<file path="src/rtl/draw_rect_ctl.sv">
// draw_rect_ctl: rectangle-position controller for draw_rect.
//   Idle: the rectangle tracks the mouse (y clamped to the floor).
//   Left click: the rectangle drops under gravity, bounces with damping and comes to rest.
//   Motion advances once per frame, on the start of vertical blanking.
// Ports:
//   clk          pixel clock
//   rst          asynchronous active-low reset
//   vblnk        vertical blank from vga_timing
//   mouse_left   starts a drop (IDLE only)
//   mouse_right  returns to IDLE from any state (highest priority)
//   mouse_xpos   mouse x position
//   mouse_ypos   mouse y position
//   xpos, ypos   rectangle top-left corner, to draw_rect
//   moving       high while falling or rising
module draw_rect_ctl #(
  parameter int unsigned SCREEN_H   = 600,
  parameter int unsigned RECT_H     = 64,
  parameter int unsigned GRAVITY    = 1,
  parameter int unsigned DAMP_SHIFT = 2,
  parameter int unsigned V_MAX      = 31
) (
  input  logic        clk,
  input  logic        rst,
  input  logic        vblnk,
  input  logic        mouse_left,
  input  logic        mouse_right,
  input  logic [11:0] mouse_xpos,
  input  logic [11:0] mouse_ypos,
  output logic [11:0] xpos,
  output logic [11:0] ypos,
  output logic        moving
);

  localparam logic [11:0] FLOOR = 12'(SCREEN_H - RECT_H);
  localparam logic [5:0]  GRAV  = 6'(GRAVITY);
  localparam logic [5:0]  VMAX  = 6'(V_MAX);

  typedef enum logic [1:0] {StIdle, StFall, StRise, StStop} state_e;

  state_e      state_q, state_d;
  logic [11:0] xpos_q, xpos_d;
  logic [11:0] ypos_q, ypos_d;
  logic [5:0]  vel_q, vel_d;
  logic        vblnk_q;
  logic        armed_q;
  logic        moving_q;

  logic        tick;
  logic [11:0] y_clamped;
  logic [12:0] land_sum;
  logic [5:0]  vel_damped;
  logic [6:0]  vel_inc;
  logic [5:0]  vel_fall;

  // armed_q stays low after reset until vblnk has been seen low, so a vblnk that is
  // already high at reset release is not mistaken for a fresh frame start.
  assign tick       = vblnk & ~vblnk_q & armed_q;
  assign y_clamped  = (mouse_ypos > FLOOR) ? FLOOR : mouse_ypos;
  assign land_sum   = {1'b0, ypos_q} + {7'b0, vel_q};
  assign vel_damped = vel_q - (vel_q >> DAMP_SHIFT);
  assign vel_inc    = {1'b0, vel_q} + {1'b0, GRAV};
  assign vel_fall   = (vel_inc > {1'b0, VMAX}) ? VMAX : vel_inc[5:0];

  always_comb begin
    state_d = state_q;
    xpos_d  = xpos_q;
    ypos_d  = ypos_q;
    vel_d   = vel_q;
    if (mouse_right) begin
      state_d = StIdle;
      vel_d   = '0;
      xpos_d  = mouse_xpos;
      ypos_d  = y_clamped;
    end else begin
      unique case (state_q)
        StIdle: begin
          xpos_d = mouse_xpos;
          ypos_d = y_clamped;
          if (tick && mouse_left) begin
            vel_d   = '0;
            state_d = StFall;
          end
        end
        StFall: begin
          if (tick) begin
            if (land_sum >= {1'b0, FLOOR}) begin
              ypos_d = FLOOR;
              if (vel_damped <= GRAV) begin
                vel_d   = '0;
                state_d = StStop;
              end else begin
                vel_d   = vel_damped;
                state_d = StRise;
              end
            end else begin
              ypos_d = ypos_q + {6'b0, vel_q};
              vel_d  = vel_fall;
            end
          end
        end
        StRise: begin
          if (tick) begin
            if (vel_q <= GRAV) begin
              // Apex reached.
              vel_d   = '0;
              state_d = StFall;
            end else begin
              ypos_d = (ypos_q >= {6'b0, vel_q}) ? ypos_q - {6'b0, vel_q} : 12'd0;
              vel_d  = vel_q - GRAV;
            end
          end
        end
        StStop: begin
          ypos_d = FLOOR;
        end
        default: begin
          state_d = StIdle;
        end
      endcase
    end
  end

  always_ff @(posedge clk or negedge rst) begin
    if (!rst) begin
      state_q  <= StIdle;
      xpos_q   <= '0;
      ypos_q   <= '0;
      vel_q    <= '0;
      vblnk_q  <= 1'b0;
      armed_q  <= 1'b0;
      moving_q <= 1'b0;
    end else begin
      state_q  <= state_d;
      xpos_q   <= xpos_d;
      ypos_q   <= ypos_d;
      vel_q    <= vel_d;
      vblnk_q  <= vblnk;
      armed_q  <= armed_q | ~vblnk;
      moving_q <= (state_d == StFall) || (state_d == StRise);
    end
  end

  assign xpos   = xpos_q;
  assign ypos   = ypos_q;
  assign moving = moving_q;

endmodule

</file>
<file path="config.mk">
export PLATFORM = sky130hd
export DESIGN_NAME = draw_rect_ctl
export DESIGN_NICKNAME = d
export VERILOG_FILES = /design/src/rtl/draw_rect_ctl.sv
export SDC_FILE = /design/constraint.sdc
export NUM_CORES = 1
export LEC_CHECK = 0
export CAP_MARGIN = 25
export CORE_MARGIN = 4
export CORE_UTILIZATION = 43
export CTS_BUF_LIST = sky130_fd_sc_hd__clkbuf_4 sky130_fd_sc_hd__clkbuf_8
export CTS_CLUSTER_SIZE = 24
export DETAILED_ROUTE_END_ITERATION = 10
export DONT_BUFFER_PORTS = 1
export PLACE_DENSITY = 0.66
export SYNTH_ARGS = -nofsm -noshare
export SYNTH_HDL_FRONTEND = slang
export SYNTH_SLANG_ARGS = --single-unit
</file>
<file path="constraint.sdc">
create_clock -name clk -period 2.9 [get_ports clk]
set_input_delay 0.725 -clock clk [delete_from_list [all_inputs] [get_ports clk]]
set_output_delay 0.725 -clock clk [all_outputs]
set_load 0.005 [all_outputs]
</file>
==> summary by stage, run 1 <==
Worst setup path
STA puts the critical path data arrival time at between 3000 and 4000 ps. At the worst endpoint, the required time is about 3100 ps. The worst setup path category is flop to flop. STA classifies the critical path endpoint as a flop. The worst setup path is launched from a flop. The maximum fanout along the worst path is 7.

Pwr
For this design the static power due to leakage is roughly 1.8 nW. Across the VDD grid, the largest voltage drop is between 0.2 and 0.25 mV. The power density over the cells is between 200 and 300 nW/um2.

Timing
The highest attainable clock frequency is 0.335 GHz. The tightest hold path in the finished design has a slack of a little over 100 ps. Setup repair after global routing could not meet its margin everywhere. The total count of max-transition violations in the final report is 0. The number of hold violations in the final report is 0.

The smallest clock period supported by the final layout is computed as around 3000 ps. The normalized max-slew margin is 0.556. In the post-route analysis, the smallest setup slack over all paths is -87.4 ps. For the pin with the worst max-slew slack, the measured transition is 665 ps. The worst setup skew after layout is 12.7 ps. The final period utilization is 1.03.

The final setup violation count is 5.

Cells and area
In the layout the commonest cells are sky130_fd_sc_hd__buf_4, sky130_fd_sc_hd__nand2_1, sky130_fd_sc_hd__dfrtp_1. The finished cells cover about 4100 um2. The count of non-filler cells in the finished layout is roughly 550. Relative to the synthesized area, the layout overhead comes to 36.6%. The final net count is between 500 and 600.

The antenna diode count is 0. The share of cells above drive strength 1 is 0.340. The leading cell type in the layout, fill and taps excluded is sky130_fd_sc_hd__buf_4.

Yosys
The number of synthesized flops with an enable pin is 0. The average instance in the mapped netlist occupies roughly 8 um2. The synthesized design spends more area on one cell type than any other, namely sky130_fd_sc_hd__dfrtp_1. The cell area after synthesis is ~3000 um2. The prevailing post-synth register cell is sky130_fd_sc_hd__dfrtp_1. The top cell type's share of synthesized area is 0.291. After synthesis, the netlist uses 66 different library cells. The fraction of the yosys area taken by sequential cells is 0.291. Synthesis inferred 35 register bits. The number of nets in the synthesized netlist is 430. For this run, the number of Yosys warnings is 0. The synthesized netlist cell count is between 300 and 400.

The async set-reset flop share out of synthesis is 1.00. By area the synthesized netlist is led by sky130_fd_sc_hd__dfrtp_1, sky130_fd_sc_hd__ha_1, sky130_fd_sc_hd__nand2_1.

Floorplanning
The row count is 30. For this design the top-level I/O count stands at 54. The initial utilization of the core area, before any placement, comes to 0.444. The die height is 91.7 um. The floorplan step defined a die boundary enclosing 8410 um2. The core region is between 6000 and 7000 um2. The chip width is slightly above 90 um.

CTS
The clock tree from TritonCTS is done. After clock tree synthesis, the clock-pin slew on the worst setup and hold paths is 90 ps. The clock latency on the worst-skew pair is around 310 ps. The hold buffer count at cts is 0. The clock passes through at most 2 buffers. The clock net in this run drives a total of 35 sinks. Buffers inserted during clock tree synthesis total 5.

The CTS root buffer is sky130_fd_sc_hd__clkbuf_8. The H-tree was split into 2 levels.

Global routing
The total grt overflow is 0. The wire length of the first global-routing pass is between 15 and 20 mm. The number of global-route vias before repair is 3018. The combined global-route utilization of all metal layers is 0.222. The initial antenna violation count was 0.

Entering global routing, the biggest net connects 36 pins.

Detailed routing
The routed design has 9.72 mm of wire. For this block, the via count after detailed routing is between 3000 and 4000. For this run, design rule violations remaining after detail routing come to 0. The detail route stage leaves a number of antenna-violating nets equal to 0.

After the first detailed-routing iteration, the DRC count stood at between 200 and 250. The number of vias per cell is slightly below 6. In the final routed layout, each cell accounts on average for 17.8 um.

The first detailed-routing pass took 6 iterations.

Placement
The placed wire-length estimate is about 7 mm. The number of port buffers is 0. Once placement completed, the tool counted placed cells totaling between 500 and 600. Routability-driven placement finished with a final weighted congestion of 0.952. After detailed placement, the total cell area comes to between 3000 and 4000 um2.

Hold path
The path class of the tightest hold or removal check is input pin to async pin.

Run
Across the run, the number of max-cap violations was 0.

Run status
The checks that failed: negative setup slack. The run finished, with violations left.
## cells by family after synthesis
logic type / synth area share
DFF: 0.291
xor gates and xnor gates: 0.0639
AOI/OAI and AO/OA: 0.239
adders and majority gates: 0.120
muxes: 0.00498
buffers and inverters: 0.0444
and+or+nand+nor: 0.237
## timing repair
action                                  in CTS  in global routing
buffers inserted                            10                  1
pin swaps                                   19                 14
gates resized for setup                     28                 30
endpoints found under the setup margin      18                 21
## critical path, cell delays in order (launching register included)
cell and delay, ps:
sky130_fd_sc_hd__dfrtp_2 460, sky130_fd_sc_hd__buf_4 150, sky130_fd_sc_hd__ha_2 190, sky130_fd_sc_hd__o311ai_4 350, sky130_fd_sc_hd__buf_6 170, sky130_fd_sc_hd__a31oi_1 90, sky130_fd_sc_hd__xnor2_1 170, sky130_fd_sc_hd__nand2_2 120
sky130_fd_sc_hd__o31ai_4 80, sky130_fd_sc_hd__buf_12 150, sky130_fd_sc_hd__or4_4 520, sky130_fd_sc_hd__nand3_4 100, sky130_fd_sc_hd__mux2_4 290
## final timing paths
check                      startpoint        to  slack (ps)  cells after the start
max                           ypos[1]    moving         -90                     12
max reg2reg                   ypos[1]    moving         -90                     12
max in group asynchronous         rst  vel_q[3]        2680                      0
min reg2reg                   armed_q   armed_q         500                      1
min in group clk                vblnk   vblnk_q         450                      0
min                               rst   ypos[5]         100                      0
## report_power, final
part | internal (mW) | total (mW) | switching [mW]
combinational | 0.114 | 0.233 | 0.120
sequential | 0.506 | 0.527 | 0.0208
clock | 0.187 | 0.385 | 0.198
total | 0.807 | 1.14 | 0.338
## sequential cells by signal, indices dropped and copies added (netlist names)
signal / flops
armed_q: 1
moving: 1
state_q: 2
vblnk_q: 1
vel_q: 6
xpos: 12
ypos: 12
## final cells by class
class | instances | area [um2]
clock buffer | 6 | 82.6
inverter | 21 | 82.6
sequential | 35 | 881
clock inverter | 1 | 5.00
timing repair buffer | 82 | 652
multi-input combinational | 305 | 2290
fill | 588 | 2680
tap | 96 | 120
## Yosys cell counts, types with 5 or more instances
library cell and n:
sky130_fd_sc_hd__o21ai_1 13, sky130_fd_sc_hd__clkbuf_1 9, sky130_fd_sc_hd__nand4_1 5, sky130_fd_sc_hd__nand3_1 12
sky130_fd_sc_hd__a21o_1 5, sky130_fd_sc_hd__nand2b_1 5, sky130_fd_sc_hd__inv_1 17, sky130_fd_sc_hd__dfrtp_1 35
sky130_fd_sc_hd__nor2_1 26, sky130_fd_sc_hd__ha_1 24, sky130_fd_sc_hd__o21ai_0 16, sky130_fd_sc_hd__a221oi_1 5
sky130_fd_sc_hd__xnor2_1 19, sky130_fd_sc_hd__nor4_1 7, sky130_fd_sc_hd__a21oi_1 18, sky130_fd_sc_hd__nor3_1 6
sky130_fd_sc_hd__nand2_1 70
## per-layer routing
metal  up-vias  global-route usage  part of all wire
met1      1555               0.290              0.40
li1       1496                   -                 -
met4         0              0.0668             0.032
met3        31              0.0320             0.062
met5         -                   0                 0
met2       138               0.381              0.51
## per-stage QoR
stage	worst slack (ps)	setup TNS (ps)	power (mW)	utilization
after global routing	-181	-1570	1.19	0.606
final	-87.4	-180	1.14	0.606
after floorplan	-66.4	-66.4	0.653	-
after CTS	-97.7	-107	1.13	0.583
after detailed placement	-312	-3110	0.727	0.541
after global placement	-216	-1490	0.723	0.541
Power figures use the tool's default switching activity.
==> run 2, diff against run 1 <==
--- a/config.mk
+++ b/config.mk
@@ -9,6 +9,7 @@
 export CORE_MARGIN = 4
 export CORE_UTILIZATION = 43
 export CTS_BUF_LIST = sky130_fd_sc_hd__clkbuf_4 sky130_fd_sc_hd__clkbuf_8
+export CTS_CLUSTER_DIAMETER = 40
 export CTS_CLUSTER_SIZE = 24
 export DETAILED_ROUTE_END_ITERATION = 10
 export DONT_BUFFER_PORTS = 1
==> constraint.sdc (replaced) <==
create_clock -name clk -period 2.9 [get_ports clk]
set_input_delay 0.725 -clock clk [delete_from_list [all_inputs] [get_ports clk]]
set_output_delay 0.725 -clock clk [all_outputs]
set_load 0.05 [all_outputs]
==> run 2 against run 1 <==
The run still ends with negative setup slack left. Critical path depth rose by 1. Sequential power is 6.8% higher. Final cell count unchanged. Via count decreased by 1.0%. Worst hold slack better by 6.7 ps. Critical endpoint unchanged. Largest power group unchanged.
==> summary by stage, run 2 (same netlist as run 1, synthesis figures left out) <==
Run status
The flow ran to the end, but the final reports show violations. The checks that failed: negative setup slack.

Floorplanning
The area of the placeable core is 6790 um2 (unchanged). The chip width is 91.7 um (unchanged). The I/O pin count is 54 (unchanged). The die outline area is 8410 um2 (unchanged). The initial core utilization is 0.444 (unchanged). The die height is 91.7 um (unchanged). The row count is 30 (unchanged).

Pwr
The worst voltage drop across the vdd grid is 0.157 mV (-31%). The overall power after layout is 1.23 mW (+7.1%). The power density over the cells is 298 nW/um2 (+7.0%). The leakage dissipation was 1.77 nW (-0.37%).

Timing
The final setup violation count is 7 (+2). The normalized max-slew margin is 0.610 (+0.0540). The number of hold violations in the final report is 0 (unchanged).

Setup repair after global routing could not meet its margin everywhere. The worst setup slack after layout is -120 ps (-33.1 ps). The total count of max-transition violations in the final report is 0 (unchanged). The worst setup skew after layout is 11.1 ps (-1.52 ps). The worst hold slack after final layout is 108 ps (+6.72 ps). The final period utilization is 1.04 (+0.0114). The slew at the pin closest to its max-slew limit is 584 ps (-81.0 ps). The final critical delay including setup and external delays is 3020 ps (+33.1 ps).

The highest attainable clock frequency is 0.331 GHz (-1.1%).

Placement
The placed wire-length estimate is 7.32 mm (+2.6%). The number of placed instances, taps included came to 523 (-1.1%). The number of port buffers is 0 (unchanged). The routability congestion estimate is 0.922 (-3.2%).

The total placed instance area was 3700 um2 (+0.72%).

Detailed routing
The number of DRC violations after detailed-routing iteration 0 is 257 (+7.5%). The number of design rule violations left after detail routing was 0 (unchanged). The wire length reported by the detailed router is 10.1 mm (+4.4%).

The number of detailed-route iterations in the first pass is 5 (-1). The routed length on met3 is 713 um (+19%). The met1 wire length is 4.03 mm (+4.2%). The via count is 3187 (-1.0%). The number of vias per cell is 5.84 (-1.0%). The average detailed-routed wire length per instance is 18.6 um (+4.4%). The count of antenna-violating nets left after detailed routing is 0 (unchanged).

The wire length on met2 is 5.11 mm (+3.2%). Routed signal wires occupy layers up through met4.

Worst setup path
The worst setup path is launched from a flop. The endpoint kind of the worst setup timing path is a flop. The worst path required time is 3080 ps (about the same). The worst setup path category is flop to flop.

The maximum fanout along the worst path is 5 (-2). The path depth of the worst reg2reg path is 13 (+1). The arrival time of the worst setup path is 3200 ps (+30 ps). Traced cell by cell, the critical path runs through buf_6 > fa_2 > nor2b_4 > o21ai_4 > a211o_1 > o22ai_1 > buf_4 > nand2_4 > o31ai_4 > buf_6 > or4_4 > nand3_4 > mux2_4. The cell seen most often among critical-path stages is sky130_fd_sc_hd__buf_6. The critical-path cell with the highest stage delay is sky130_fd_sc_hd__or4_4. The delay contributed by the slowest stage of the critical path was 490 ps (-30 ps).

Global routing
The largest net degree at the start of global routing came to 36 (unchanged). The wire length of the first global-routing pass came to 15.9 mm (+4.0%). The total grt overflow is 0 (unchanged).

The initial antenna violation count is 0 (unchanged). The number of global-route vias before repair is 3160 (+4.7%). The combined global-route utilization of all metal layers came to 0.233 (+0.0109).

CTS
The clock tree from TritonCTS is done. The total clock sinks is 35 (unchanged). The hold buffer count at cts is 0 (unchanged). The number of levels in the clock H-tree was 2 (unchanged).

The clock latency on the worst-skew pair came to 300 ps (about the same). The clock slew seen by the registers of the worst setup and hold paths is 80 ps (about the same). The total CTS buffers came to 5 (unchanged). The tree is rooted in a sky130_fd_sc_hd__clkbuf_8. The buffer levels on the longest clock path is 2 (unchanged).

Cells and area
In the layout the commonest cells are sky130_fd_sc_hd__buf_4, sky130_fd_sc_hd__nand2_1, sky130_fd_sc_hd__dfrtp_1. The core occupancy in the finished layout is 0.606 (about the same). The number of filler cells placed in the layout is 587 (-0.17%). The antenna diode count was 0 (unchanged). The area overhead of the layout relative to synthesis is 36.7% (about the same). The count of non-filler cells in the finished layout came to 546 (unchanged). The final design area excluding fillers is 4120 um2 (about the same). The share of cells above drive strength 1 is 0.356 (+0.0156). The final net count was 505 (-0.20%).

The leading cell type in the layout, fill and taps excluded is sky130_fd_sc_hd__buf_4.

Run
The number of max-capacitance violations reported was 0 (unchanged).

Hold path
The min-delay analysis places its worst path in the category input pin to async pin.
-- run 2: power breakdown --
part	total, mW	internal, mW	switching [mW]
clock network	0.398	0.201	0.196
logic	0.265	0.114	0.152
registers	0.563	0.506	0.0570
total	1.23	0.821	0.405
-- run 2: area by class of cell --
type | instances | area (um2) | share of cell area
inverters | 21 | 80.1 | 0.0194
flip-flops and latches | 35 | 886 | 0.215
repair buffers | 81 | 642 | 0.156
well taps | 96 | 120 | 0.0292
clock buffers | 7 | 90.1 | 0.0219
multi-input cells | 305 | 2300 | 0.557
clock inverters | 1 | 5.00 | 0.00122
-- run 2: layer usage --
layer | vias to the layer above | track usage
met1 | 1525 | 0.287
li1 | 1490 | -
met3 | 24 | 0.0443
met5 | - | 0
met2 | 148 | 0.407
met4 | 0 | 0.0804
-- run 2: worst paths after layout --
| check | slack [ps] | end | from |
|---|---|---|---|
| min reg2reg | 490 | armed_q | armed_q |
| min | 110 | ypos[4] | rst |
| max | -120 | moving | ypos[1] |
| max in group asynchronous | 2690 | ypos[3] | rst |
| min in group clk | 460 | vblnk_q | vblnk |
| max reg2reg | -120 | moving | ypos[1] |
-- run 2: stage by stage --
step	setup TNS (ps)	setup WS, ps
floorplan	-25.9	-14.2
global placement	-194	-152
detailed placement	-505	-206
CTS	-501	-95.2
global route	-1420	-193
finish	-374	-120
-- run 2: timing repair --
item,in CTS,in global routing
cloned,0,0
gates resized for setup,16,33
pin swaps,11,18
endpoints found under the setup margin,13,21
setup buffers,5,10
-- run 2: critical path: cells and delay by family, from the launching register on --
| family | cells | cell delay [ps] |
|---|---|---|
| flops | 1 | 450 |
| buf+inv | 3 | 450 |
| compound gates | 4 | 490 |
| mux | 1 | 300 |
| simple gates | 4 | 810 |
| fa+ha+maj | 1 | 390 |
==> run 3, diff against run 2 <==
--- a/config.mk
+++ b/config.mk
@@ -7,13 +7,13 @@
 export LEC_CHECK = 0
 export CAP_MARGIN = 25
 export CORE_MARGIN = 4
-export CORE_UTILIZATION = 43
+export CORE_UTILIZATION = 60
 export CTS_BUF_LIST = sky130_fd_sc_hd__clkbuf_4 sky130_fd_sc_hd__clkbuf_8
 export CTS_CLUSTER_DIAMETER = 40
 export CTS_CLUSTER_SIZE = 24
 export DETAILED_ROUTE_END_ITERATION = 10
 export DONT_BUFFER_PORTS = 1
-export PLACE_DENSITY = 0.66
+export PLACE_DENSITY = 0.85
 export SYNTH_ARGS = -nofsm -noshare
 export SYNTH_HDL_FRONTEND = slang
 export SYNTH_SLANG_ARGS = --single-unit
==> run 3 against run 2 <==
The run still ends with negative setup slack left. Highest routed layer unchanged. Largest cell class unchanged. Die area down 26%. Combinational power increased by 22%. Worst setup slack worse by 320 ps. Clock-buffer cell count decreased by 2. First-iteration DRC count grew to 3.3 times the previous value. Sequential power up 1%. Via count grew 36%. Design area grew 8.2%. Largest power group unchanged. Utilization rose by 32 points. Register-to-register slack worse by 320 ps. Non-clock buffer count is 20 higher. Sequential cell count did not move.
==> summary by stage, run 3 (same netlist as run 1, synthesis figures left out) <==
Global routing
The initial antenna violation count was 0 (unchanged). The wire length of the first global-routing pass was 18.9 mm (+19%). The combined global-route utilization of all metal layers is 0.396 (+0.163). The number of global-route vias before repair was 3577 (+13%).

The largest net degree at the start of global routing is 36 (unchanged). The total grt overflow is 0 (unchanged).

Floorplanning
The I/O pin count is 54 (unchanged). The chip width was 78.9 um (-14%). The die outline area is 6220 um2 (-26%). The die height is 78.9 um (-14%).

The initial core utilization is 0.630 (+0.186). The area of the placeable core came to 4790 um2 (-30%). The row count is 25 (-17%).

Cells and area
In the layout the commonest cells are sky130_fd_sc_hd__buf_4, sky130_fd_sc_hd__nand2_1, sky130_fd_sc_hd__dfrtp_1. The total area of multi-input combinational cells is 2450 um2 (+6.6%). The library cell used most frequently in the layout, excluding fill and tap cells, is sky130_fd_sc_hd__buf_4. The number of filler cells placed in the layout is 148 (-75%). The area overhead of the layout relative to synthesis is 47.8%.

The antenna diode count is 0 (unchanged). The share of cells above drive strength 1 is 0.430 (+0.0742). The core occupancy in the finished layout is 0.931 (+0.325).

The count of non-filler cells in the finished layout is 537 (-1.6%). The final net count is 525 (+4.0%). The sequential cell area in the final layout is 887 um2 (+0.14%).

Pwr
The leakage dissipation came to 1.94 nW (+9.9%). The overall power after layout is 1.40 mW (+14%). The worst voltage drop across the vdd grid came to 0.400 mV (+150%).

The power density over the cells came to 313 nW/um2 (+5.2%).

Placement
The routability congestion estimate is 0.985 (+6.9%). The number of placed instances, taps included is 496 (-5.2%). The worst-case setup slack after placement is -125 ps (+81.3 ps). The placed wire-length estimate is 7.03 mm (-4.0%). The number of port buffers is 0 (unchanged).

Worst setup path
The worst reg2reg path startpoint is vel_q[0]. The worst setup path category is flop to flop. The worst path required time came to 3100 ps (+20 ps). The path depth of the worst reg2reg path came to 11 (-2). The worst flop-to-flop path endpoint is moving. The setup slack of the worst register-to-register path is -440 ps (-320 ps). The maximum fanout along the worst path was 6 (+1). The arrival time of the worst setup path is 3540 ps (+340 ps). The endpoint kind of the worst setup timing path is a flop. The worst setup path is launched from a flop.

Timing
The final setup violation count is 20 (+13). The total count of max-transition violations in the final report is 0 (unchanged). Setup repair after global routing could not meet its margin everywhere. The worst setup slack after layout was -440 ps (-320 ps). The worst setup skew after layout was 15.0 ps (+3.90 ps). The final period utilization is 1.15 (+0.110). The highest attainable clock frequency is 0.299 GHz (-9.6%). The normalized max-slew margin is 0.368 (-0.242). The final critical delay including setup and external delays was 3340 ps (+320 ps). The number of hold violations in the final report was 0 (unchanged). The slew at the pin closest to its max-slew limit came to 939 ps (+354 ps).

Detailed routing
The via count is 4329 (+36%). The number of design rule violations left after detail routing came to 0 (unchanged). The count of antenna-violating nets left after detailed routing is 0 (unchanged). The number of detailed-route iterations in the first pass is 8 (+3). The average detailed-routed wire length per instance came to 30.8 um (+66%). The routed length on met3 is 2.52 mm (+250%). After detailed routing, no signal wire sits above met4. The number of vias per cell is 8.06 (+38%).

The number of DRC violations after detailed-routing iteration 0 was 840 (+230%). The wire length reported by the detailed router is 16.6 mm (+63%). The wire length on met2 is 6.83 mm (+34%). The met1 wire length was 5.06 mm (+26%).

CTS
The clock tree from TritonCTS is done. The total CTS buffers is 5 (unchanged). The clock latency on the worst-skew pair is 310 ps (about the same). Clock tree synthesis selected as its root buffer the cell sky130_fd_sc_hd__clkbuf_8. The number of levels in the clock H-tree is 2 (unchanged). The buffer levels on the longest clock path is 2 (unchanged). The total clock sinks is 35 (unchanged). The clock slew seen by the registers of the worst setup and hold paths is 100 ps (+20 ps).

Hold path
The worst hold path class is input pin to async pin.

Run
The number of max-capacitance violations reported is 0 (unchanged).

Run status
The checks that failed: negative setup slack. The flow ran to the end, but the final reports show violations.
==> run 3: cell types whose count changed in the layout (fill, tap and decap cells not counted), moves of 4 or more <==
cell,delta
sky130_fd_sc_hd__o21ai_2,+4
sky130_fd_sc_hd__buf_4,+13
sky130_fd_sc_hd__buf_6,+6
sky130_fd_sc_hd__o21ai_1,-5
==> run 3: critical path, stage by stage (launching register included) <==
cell                      delay, ps
sky130_fd_sc_hd__dfrtp_2        450
sky130_fd_sc_hd__buf_6          140
sky130_fd_sc_hd__inv_1           80
sky130_fd_sc_hd__buf_4          180
sky130_fd_sc_hd__ha_1           270
sky130_fd_sc_hd__o21ai_0        540
sky130_fd_sc_hd__nor2_1         160
sky130_fd_sc_hd__o21ai_0        250
sky130_fd_sc_hd__nand2_1        170
sky130_fd_sc_hd__or4_4          570
sky130_fd_sc_hd__nand3_4        120
sky130_fd_sc_hd__mux2_4         310
==> run 3: repair_timing <==
action                     4_1_cts  5_1_grt
cloned                           0        1
setup endpoints to repair       14       20
hold buffers                     0        0
pin swaps                       23       24
buffers inserted                24       11
gates resized for setup         27       62
==> run 3: area by class of cell <==
| cell class | count | area share |
|---|---|---|
| multi-input cells | 305 | 0.550 |
| inverters | 21 | 0.0197 |
| clock buffers | 5 | 0.0154 |
| repair buffers | 101 | 0.187 |
| clock inverters | 3 | 0.0107 |
| flip-flops and latches | 35 | 0.199 |
| well taps | 67 | 0.0188 |
==> run 3: worst max-delay path by stage <==
stage,slack (ps),cells after the start,to,from
floorplan,-10,10,moving,ypos[1]
global placement,-80,13,ypos[3],ypos[0]
detailed placement,-130,13,ypos[9],ypos[0]
CTS,-60,12,moving,ypos[0]
global route,-440,13,ypos[3],ypos[0]
finish,-440,11,moving,vel_q[0]
==> run 3: routing by layer <==
layer / global-route usage / vias to the layer above
li1: - / 1530
met1: 0.471 / 1910
met2: 0.650 / 607
met3: 0.0850 / 282
met4: 0.253 / 0
met5: 0 / -
==> run 3: through the flow <==
step | hold slack (ps) | instance area [um2] | TNS, ps
floorplan | 429 | 3150 | -25.9
global placement | 430 | 3680 | -322
detailed placement | 430 | 3680 | -732
CTS | 108 | 4100 | -116
global route | 95.6 | 4460 | -4940
finish | 89.3 | 4460 | -4190
==> run 3: where the power goes <==
group          internal [mW]  total [mW]  switching [mW]
registers              0.506       0.570          0.0643
clock network          0.261       0.503           0.241
logic                  0.129       0.322           0.194
total                  0.896        1.40           0.499
